--- config.mk ---
export PLATFORM = sky130hd
export DESIGN_NAME = rf_wb_arbiter
export DESIGN_NICKNAME = d
export VERILOG_FILES = /design/src/rtl/cpu_pkg.sv /design/src/rtl/rr_arbiter.sv /design/src/rtl/rf_wb_arbiter.sv
export SDC_FILE = /design/constraint.sdc
export NUM_CORES = 1
export LEC_CHECK = 0
export ABC_AREA = 1
export BUFFER_PORTS_ARGS = -buffer_cell sky130_fd_sc_hd__buf_4
export CORE_MARGIN = 4
export CORE_UTILIZATION = 38
export CTS_CLUSTER_DIAMETER = 60
export DETAILED_ROUTE_END_ITERATION = 8
export GPL_ROUTABILITY_DRIVEN = 0
export GPL_TIMING_DRIVEN = 0
export PLACE_DENSITY = 0.7
export SLEW_MARGIN = 15
export SYNTH_ARGS = -nofsm -noshare
export SYNTH_HDL_FRONTEND = slang
export SYNTH_SLANG_ARGS = --single-unit
--- constraint.sdc ---
create_clock -name clk -period 3.3 [get_ports clk]
set_clock_uncertainty 0.15 [all_clocks]
set_input_delay 0.66 -clock clk [delete_from_list [all_inputs] [get_ports clk]]
set_output_delay 0.66 -clock clk [all_outputs]
set_load 0.01 [all_outputs]
--- src/rtl/cpu_pkg.sv ---
// Shared register-file write-back types and constants.
`timescale 1ns/1ps
package cpu_pkg;

    localparam int N          = 16;
    localparam int SEL_LINE   = 4;
    localparam int NREQ       = 3;
    localparam int REQ_IDX_W  = (NREQ > 1) ? $clog2(NREQ) : 1;

    localparam int REQ_ALU    = 0;
    localparam int REQ_LSU    = 1;
    localparam int REQ_MUL    = 2;

    typedef logic [SEL_LINE-1:0]  reg_sel_t;
    typedef logic [N-1:0]         reg_val_t;
    typedef logic [REQ_IDX_W-1:0] req_idx_t;

endpackage

--- src/rtl/rr_arbiter.sv ---
// Round-robin arbiter: combinational one-hot grant, search starts at ptr_q.
`timescale 1ns/1ps
module rr_arbiter #(
    parameter int NREQ  = 3,
    parameter int IDX_W = (NREQ > 1) ? $clog2(NREQ) : 1
) (
    input  logic             clk,
    input  logic             rst_n,
    input  logic [NREQ-1:0]  req,
    input  logic             enable,
    output logic [NREQ-1:0]  grant,
    output logic [IDX_W-1:0] grant_idx
);

    logic [IDX_W-1:0] ptr_q;
    logic [IDX_W-1:0] ptr_d;
    logic             found;

    always_comb begin
        grant     = '0;
        grant_idx = '0;
        found     = 1'b0;
        for (int k = 0; k < NREQ; k++) begin
            int cand;
            cand = int'(ptr_q) + k;
            if (cand >= NREQ) cand = cand - NREQ;
            if (!found && enable && req[cand]) begin
                found       = 1'b1;
                grant[cand] = 1'b1;
                grant_idx   = IDX_W'(cand);
            end
        end
    end

    // Pointer moves past the winner only; an idle or stalled cycle keeps priority.
    always_comb begin
        ptr_d = ptr_q;
        if (found) begin
            if (grant_idx == IDX_W'(NREQ - 1)) ptr_d = '0;
            else                              ptr_d = grant_idx + 1'b1;
        end
    end

    always_ff @(posedge clk or negedge rst_n) begin
        if (!rst_n) ptr_q <= '0;
        else        ptr_q <= ptr_d;
    end

endmodule

--- src/rtl/rf_wb_arbiter.sv ---
// Register-file write-port arbiter with busy scoreboard for the issue stage.
`timescale 1ns/1ps
module rf_wb_arbiter
    import cpu_pkg::*;
(
    input  logic                     clk,
    input  logic                     rst_n,
    input  logic [NREQ-1:0]          req_valid,
    output logic [NREQ-1:0]          req_ready,
    input  logic [NREQ*SEL_LINE-1:0] req_sel,
    input  logic [NREQ*N-1:0]        req_val,
    input  logic                     stall,
    input  logic                     rsv_valid,
    input  logic [SEL_LINE-1:0]      rsv_sel,
    output logic                     rd_we,
    output logic [SEL_LINE-1:0]      rd_sel,
    output logic [N-1:0]             rd_val,
    output logic [N-1:0]             busy,
    output logic                     wr_unrsv
);

    reg_sel_t         sel_arr [NREQ];
    reg_val_t         val_arr [NREQ];
    logic [NREQ-1:0]  grant;
    req_idx_t         g_idx;
    logic             arb_en;
    logic             xfer;
    reg_sel_t         sel_g;
    reg_val_t         val_g;

    logic             rd_we_q, rd_we_d;
    reg_sel_t         rd_sel_q, rd_sel_d;
    reg_val_t         rd_val_q, rd_val_d;
    logic [N-1:0]     busy_q, busy_d;
    logic             wr_unrsv_q, wr_unrsv_d;

    for (genvar i = 0; i < NREQ; i++) begin : g_unpack
        assign sel_arr[i] = req_sel[i*SEL_LINE +: SEL_LINE];
        assign val_arr[i] = req_val[i*N +: N];
    end

    // No grant while reset is held, so nothing appears accepted that will be dropped.
    assign arb_en = ~stall & rst_n;

    rr_arbiter #(
        .NREQ  (NREQ),
        .IDX_W (REQ_IDX_W)
    ) u_rr_arbiter (
        .clk       (clk),
        .rst_n     (rst_n),
        .req       (req_valid),
        .enable    (arb_en),
        .grant     (grant),
        .grant_idx (g_idx)
    );

    assign req_ready = grant;
    assign xfer      = |(grant & req_valid);
    assign sel_g     = sel_arr[g_idx];
    assign val_g     = val_arr[g_idx];

    always_comb begin
        rd_we_d    = xfer;
        rd_sel_d   = rd_sel_q;
        rd_val_d   = rd_val_q;
        wr_unrsv_d = 1'b0;
        busy_d     = busy_q;
        if (xfer) begin
            rd_sel_d       = sel_g;
            rd_val_d       = val_g;
            wr_unrsv_d     = ~busy_q[sel_g];
            busy_d[sel_g]  = 1'b0;
        end
        // Applied after the clear so a same-index reservation wins.
        if (rsv_valid) busy_d[rsv_sel] = 1'b1;
    end

    always_ff @(posedge clk or negedge rst_n) begin
        if (!rst_n) begin
            rd_we_q    <= 1'b0;
            rd_sel_q   <= '0;
            rd_val_q   <= '0;
            busy_q     <= '0;
            wr_unrsv_q <= 1'b0;
        end else begin
            rd_we_q    <= rd_we_d;
            rd_sel_q   <= rd_sel_d;
            rd_val_q   <= rd_val_d;
            busy_q     <= busy_d;
            wr_unrsv_q <= wr_unrsv_d;
        end
    end

    assign rd_we    = rd_we_q;
    assign rd_sel   = rd_sel_q;
    assign rd_val   = rd_val_q;
    assign busy     = busy_q;
    assign wr_unrsv = wr_unrsv_q;

    a_ready_onehot : assert property (@(posedge clk) disable iff (!rst_n)
        $onehot0(req_ready));
    a_ready_valid : assert property (@(posedge clk) disable iff (!rst_n)
        (req_ready & ~req_valid) == '0);

endmodule

### After elaboration in Yosys (flattened, before gate mapping)

Index checks and enable logic that the tools add are counted.

* flip-flop bits (word level): 40
* output and inout bits: 41
* logic and storage cells: 93

* $add $sub $neg: 6
* magnitude comparators: 14
* equal/unequal tests: 1
* mux-type cells: 43
* bitwise logic cells: 10
* reductions and logical operators: 13

Operators by type and width (number)
* 32-bit by 1-bit >= comparator with 1-bit output (second input constant): 3
* 32-bit by 4-bit less-than comparator with 1-bit output (second input constant): 3
* 32-bit 2-to-1 mux: 3
* 32-bit by 3-bit >= comparator with 1-bit output (second input constant): 2
* 16-bit 2-to-1 mux: 4
* 32-bit by 3-bit subtractor with 32-bit output (second input constant): 2
* 16-bit binary-select mux with 2-bit select: 1
* 16-bit AND: 1
* 1-bit 2-to-1 mux: 16
* 16-bit inverter: 1
* 16-bit OR: 1
* 1-bit logical AND: 10
* 4-bit by 5-bit less-than comparator with 1-bit output (second input constant): 2
* 3-bit 2-to-1 mux: 3
* 4-bit binary-select mux with 2-bit select: 1
* 1-bit demux with 4-bit select: 2
* 4-bit by 1-bit >= comparator with 1-bit output (second input constant): 2
* 2-bit 2-to-1 mux: 4
* 4-bit 2-to-1 mux: 2
* 1-bit binary-select mux with 2-bit select: 3
* 1-bit demux with 2-bit select: 3
* 3-bit OR: 2
* 1-bit binary-select mux with 4-bit select: 1
* 2-bit by 1-bit adder with 3-bit output (second input constant): 1
* other kinds (12): 14

### Depth between registers and ports, before layout

* depth in word-level cells: 28
* gate-level depth with buffers: 22

### Modules after synthesis

From an unflattened synthesis, not the netlist that was laid out.

* cell total of the unflattened synthesis: 363
* area, all modules: 2506.2 um^2

Modules (own cells, without submodules)
* rf_wb_arbiter: times used 1, cells each 300, area each 2128.3 um^2, sequential area each 950.9 um^2
* rr_arbiter: times used 1, cells each 63, area each 377.9 um^2, sequential area each 50.0 um^2

### Worst setup path before layout

Ideal clock, no wire load.

* path kind: register to register
* start point: reg u_rr_arbiter.ptr_q[0]
* end point: reg busy_q[12] (netlist: busy[12])
* setup time: 123 ps
* arrival: 2272 ps
* slack: 755 ps
* stages on the path, launching flop included: 19
* period minus slack after synthesis: 2545 ps
* cells stage by stage: dfrtp_1 -> inv_1 -> ha_1 -> buf_6 -> inv_2 -> nand2_1 -> nand2_1 -> nand2_1 -> nor2_2 -> nand2_2 -> nand4_2 -> nand2_2 -> buf_4 -> o21ai_2 -> nand2_4 -> nor2_2 -> inv_1 -> o21ai_1 -> o21ai_1

* longest elaborated chain between the ends: 28
* elaborated cells on any way between the ends: 68
* those cells by class: 5 x add/sub; 11 x order compare; 33 x mux; 7 x bitwise; 12 x reduce/logical

RTL lines
* start: declaration: RTL line rr_arbiter.sv:15 `logic [IDX_W-1:0] ptr_q;`
* start signal: assignment: RTL line rr_arbiter.sv:46 `else ptr_q <= ptr_d;`
* branches (longest 25 deep; another with 32-bit by 3-bit subtractor with 32-bit output)
* 16-bit 2-to-1 mux (*): RTL line rf_wb_arbiter.sv:68 `if (xfer) begin`
* 16-bit OR (no source line)
* 16-bit 2-to-1 mux (*): RTL line rf_wb_arbiter.sv:75 `if (rsv_valid) busy_d[rsv_sel] = 1'b1;`
* net busy_d[12]: RTL line rf_wb_arbiter.sv:34 `logic [N-1:0] busy_q, busy_d;`
* end signal: assignment: RTL line rf_wb_arbiter.sv:89 `busy_q <= busy_d;`
* end: declaration: RTL line rf_wb_arbiter.sv:34

Mark *: on every way through the listed nets, which the timed path passes. The select of a mux whose other input is x is not followed.
A chain may end at the register's enable or synchronous reset.

### Final worst setup path

* start point: reg u_rr_arbiter.ptr_q[0]
* end point: out req_ready[0]

* longest elaborated chain between the ends: 15
* elaborated cells on any way between the ends: 49
* those cells by class: 5 x add/sub; 9 x order compare; 23 x mux; 2 x bitwise; 10 x reduce/logical

RTL lines
* branches (longest 14 deep; another with 32-bit by 3-bit subtractor with 32-bit output)
* 3-bit 2-to-1 mux (*): RTL line rr_arbiter.sv:27 `if (!found && enable && req[cand]) begin`
* end: declaration: RTL line rf_wb_arbiter.sv:9 `output logic [NREQ-1:0] req_ready,`

Every way passes the cells marked *. The select of a mux whose other input is x is not followed.

==> results.py <==
metrics = {
    "worst_setup_path": {
        "critical_path.endpoint_type": "output port",
        "path_buf_inv": 5,
        "crit_path_cell_trace": "inv_1 > ha_1 > buf_6 > inv_2 > nand2_1 > nand2_1 > nand2_1 > nor2_2 > nand2_2 > inv_1 > nand2_1 > nand3_1 > buf_4",
        "crit_slowest_cell": "sky130_fd_sc_hd__dfrtp_1",
        "cp_top_family": "simple AND/OR/NAND/NOR gates",
        "type_of_origin_of_the_critical_path": "flop",
        "setup.worst_path.class": "reg2out",
        "critical-path-max-stage-delay_ps": 410,
        "worstPathRequired_ps": 2490,
        "critPathMostFrequentCell": "sky130_fd_sc_hd__nand2_1",
        "cp_max_fo": 9,
        "worstPathArrival_ps": 2140,
    },
    "clocking": {
        "number_of_hold_repair_buffers_added_at_the_cts_stage": 0,
        "cts.path.max_buffers": 2,
        "clk_pin_slew_worst_paths_ps": 90,
        "post_cts_setup_buffer_count": 0,
        "cts_tree": "done",
        "clock_insertion_delay_worst_skew_ps": 300,
        "root_buffer_master": "sky130_fd_sc_hd__clkbuf_8",
        "tritoncts.num_buffers": 5,
        "post_cts.resized_instances": 0,
        "cts.sink_count": 40,
        "htreeDepth": 2,
    },
    "die": {
        "placementRows": 30,
        "initial_cell_density_of_the_core_pct": 39.58,
        "chipWidth_um": 92.82,
        "coreArea_mm2": 0.006907,
        "floorplan.die.height_um": 92.82,
        "die_area_mm2": 0.008616,
        "io-pin-count": 112,
    },
    "yosys": {
        "synth-seq-area-share_pct": 36.61,
        "mappedNetlistArea_mm2": 0.002734,
        "number_of_standard_cells_after_synthesis": 392,
        "netlist-cell-type-count": 29,
        "yosys_warnings": 0,
        "postSynthRegisterBits": 40,
        "avgSynthCellArea_um2": 6.974,
        "syn-num-nets": 467,
    },
    "placed_design": {
        "preCtsSetupSlack_ps": -31.21,
        "io_buffers": 111,
        "dpl.hpwl_mm": 6.888,
    },
    "sta": {
        "max_slew.worst_pin.slew_ps": 470.6,
        "timing.final.setup_violations": 0,
        "report.final.slew_viol_count": 0,
        "finalHoldWorstSlack_ps": 106.6,
        "fmaxAchievable_mhz": 339.5,
        "post-route-min-period_ps": 2945,
        "finalCritPeriodShare_pct": 89.25,
        "final_hold_viol_count": 0,
        "grt_setup_unrepaired": "false",
        "final.setup.tns_ps": 0,
        "worst_slew_margin_rel_pct": 68.63,
        "finalWorstSetupSlack_ps": 354.8,
    },
    "final_layout": {
        "area.growth.synth_to_final_pct": 39.27,
        "finalCoreUtilization_pct": 55.13,
        "final_common_cell": "sky130_fd_sc_hd__nand2_1",
        "drive_gt1_share_pct": 33.46,
        "mostFrequentLayoutCells": "sky130_fd_sc_hd__nand2_1 (140), sky130_fd_sc_hd__buf_4 (112), sky130_fd_sc_hd__dfrtp_1 (40), sky130_fd_sc_hd__nand3_1 (32), sky130_fd_sc_hd__a21oi_1 (32)",
        "numnets_final": 585,
        "antenna_cells": 0,
    },
    "power": {
        "design_power_total_mw": 3.405,
        "ir_drop_mv": 0.3762,
        "leakage_power_figure_nw": 1.975,
        "powerDensity_mw_per_mm2": 894.3,
    },
    "drt": {
        "first_pass_iters": 5,
        "avgViaCountPerCell": 4.954,
        "total_via_count_in_the_routed_design": 3007,
        "initialDrtViolationCount": 150,
        "antenna_left": 0,
        "average_wire_per_standard_cell_um": 14.24,
        "detail_route.drc_violations": 0,
        "finalWirelength_mm": 8.646,
    },
    "run": {
        "number_of_maximum_capacitance_constraint_violations": 0,
    },
    "grt": {
        "antenna_found_initial": 0,
        "overflow_left_after_global_routing": 0,
        "grt.total_usage_pct": 20.35,
        "global_route_wire_length_before_repair_mm": 14.20,
        "pin_count_of_the_biggest_net_entering_global_routing": 42,
        "vias_in_the_first_global_route": 2999,
    },
    "outcome": {
        "outcome": "finished, final reports clean",
    },
    "worst_hold_path": {
        "holdCritPathClass": "in2async",
    },
}
==> flip-flops by register name, indices dropped and copies added, names as in the netlist <==
| register | count |
|---|---|
| busy | 16 |
| rd_val | 16 |
| rd_sel | 4 |
| u_rr_arbiter.ptr_q | 2 |
| rd_we | 1 |
| wr_unrsv | 1 |
==> worst register-to-register path, stage by stage (launching register included) <==
cell and delay, ps:
sky130_fd_sc_hd__dfrtp_1 410, sky130_fd_sc_hd__inv_1 90, sky130_fd_sc_hd__ha_1 300, sky130_fd_sc_hd__buf_6 150
sky130_fd_sc_hd__inv_2 70, sky130_fd_sc_hd__nand2_1 50, sky130_fd_sc_hd__nand2_1 70, sky130_fd_sc_hd__nand2_1 70
sky130_fd_sc_hd__nor2_2 170, sky130_fd_sc_hd__nand3_2 120, sky130_fd_sc_hd__nand2_2 110, sky130_fd_sc_hd__inv_2 70
sky130_fd_sc_hd__nand2_2 140, sky130_fd_sc_hd__nand2_1 100, sky130_fd_sc_hd__a31oi_2 370, sky130_fd_sc_hd__nand2_1 140
sky130_fd_sc_hd__o21ai_1 150, sky130_fd_sc_hd__o21ai_0 100
==> cells in the mapped netlist (all sizes together) <==
master / number / area, µm²
a21oi: 33 / 176.4
a31oi: 1 / 12.51
buf: 8 / 57.55
clkbuf: 3 / 11.26
dfrtp: 40 / 1001
ha: 4 / 50.05
inv: 34 / 127.6
nand2: 153 / 626.8
nand3: 40 / 255.2
nand4: 3 / 25.02
nor2: 21 / 101.4
nor3: 2 / 10.01
o21ai: 47 / 257.8
o22ai: 1 / 6.260
o31ai: 2 / 15.01
==> layer usage <==
metal	wire length, µm	global-route usage (%)	up-vias
li1	-	-	1525
met1	3785	25.74	1343
met2	4078	35.51	126
met3	680	4.224	13
met4	102	4.640	0
met5	0	0	-
==> stage by stage <==
| stage | std cells | cell area (µm²) |
|---|---|---|
| after floorplan | 392 | 2734 |
| after global placement | 599 | 3687 |
| after detailed placement | 599 | 3687 |
| after CTS | 607 | 3804 |
| after global routing | 607 | 3807 |
| final | 607 | 3807 |
==> cell families (layout without fill, tap and decap cells) <==
group | Yosys count | count (layout) | share of synthesized area (%)
AO/OA/AOI/OAI | 84 | 84 | 17.12
adder cells (fa/ha/maj) | 4 | 4 | 1.831
buffers and inverters | 45 | 164 | 7.185
flip-flops | 40 | 40 | 36.61
AND/OR/NAND/NOR | 219 | 219 | 37.25
==> report_power, final <==
part           internal [mW]  total (mW)  leakage (nW)  switching [mW]
Combinational          0.843        2.12          1.45            1.27
Clock                  0.228       0.410        0.0583           0.183
Sequential             0.717       0.877         0.471           0.160
Total                   1.79        3.40          1.98            1.62
==> final timing paths <==
| check | start | to | slack, ps | cells past startpoint |
|---|---|---|---|---|
| worst max-delay path | u_rr_arbiter.ptr_q[0] | req_ready[0] | 350 | 13 |
| worst min-delay path | rst_n | rd_val[15] | 110 | 1 |
| worst max register to register | u_rr_arbiter.ptr_q[0] | busy[11] | 370 | 17 |
| worst min register to register | rd_sel[2] | rd_sel[2] | 340 | 2 |
| max in group asynchronous | rst_n | busy[5] | 2600 | 1 |
| min in group clk | rd_sel[2] | rd_sel[2] | 340 | 2 |
==> layout make-up <==
class,instances,area [µm²]
buffer,11,68.82
clock buffer,5,68.82
clock inverter,3,47.55
fill,681,3099
inverter,34,127.6
multi-input combinational,307,1536
sequential,40,1001
tap,96,120.1
timing repair buffer,111,837.1
(Power assumes the default switching activity.)
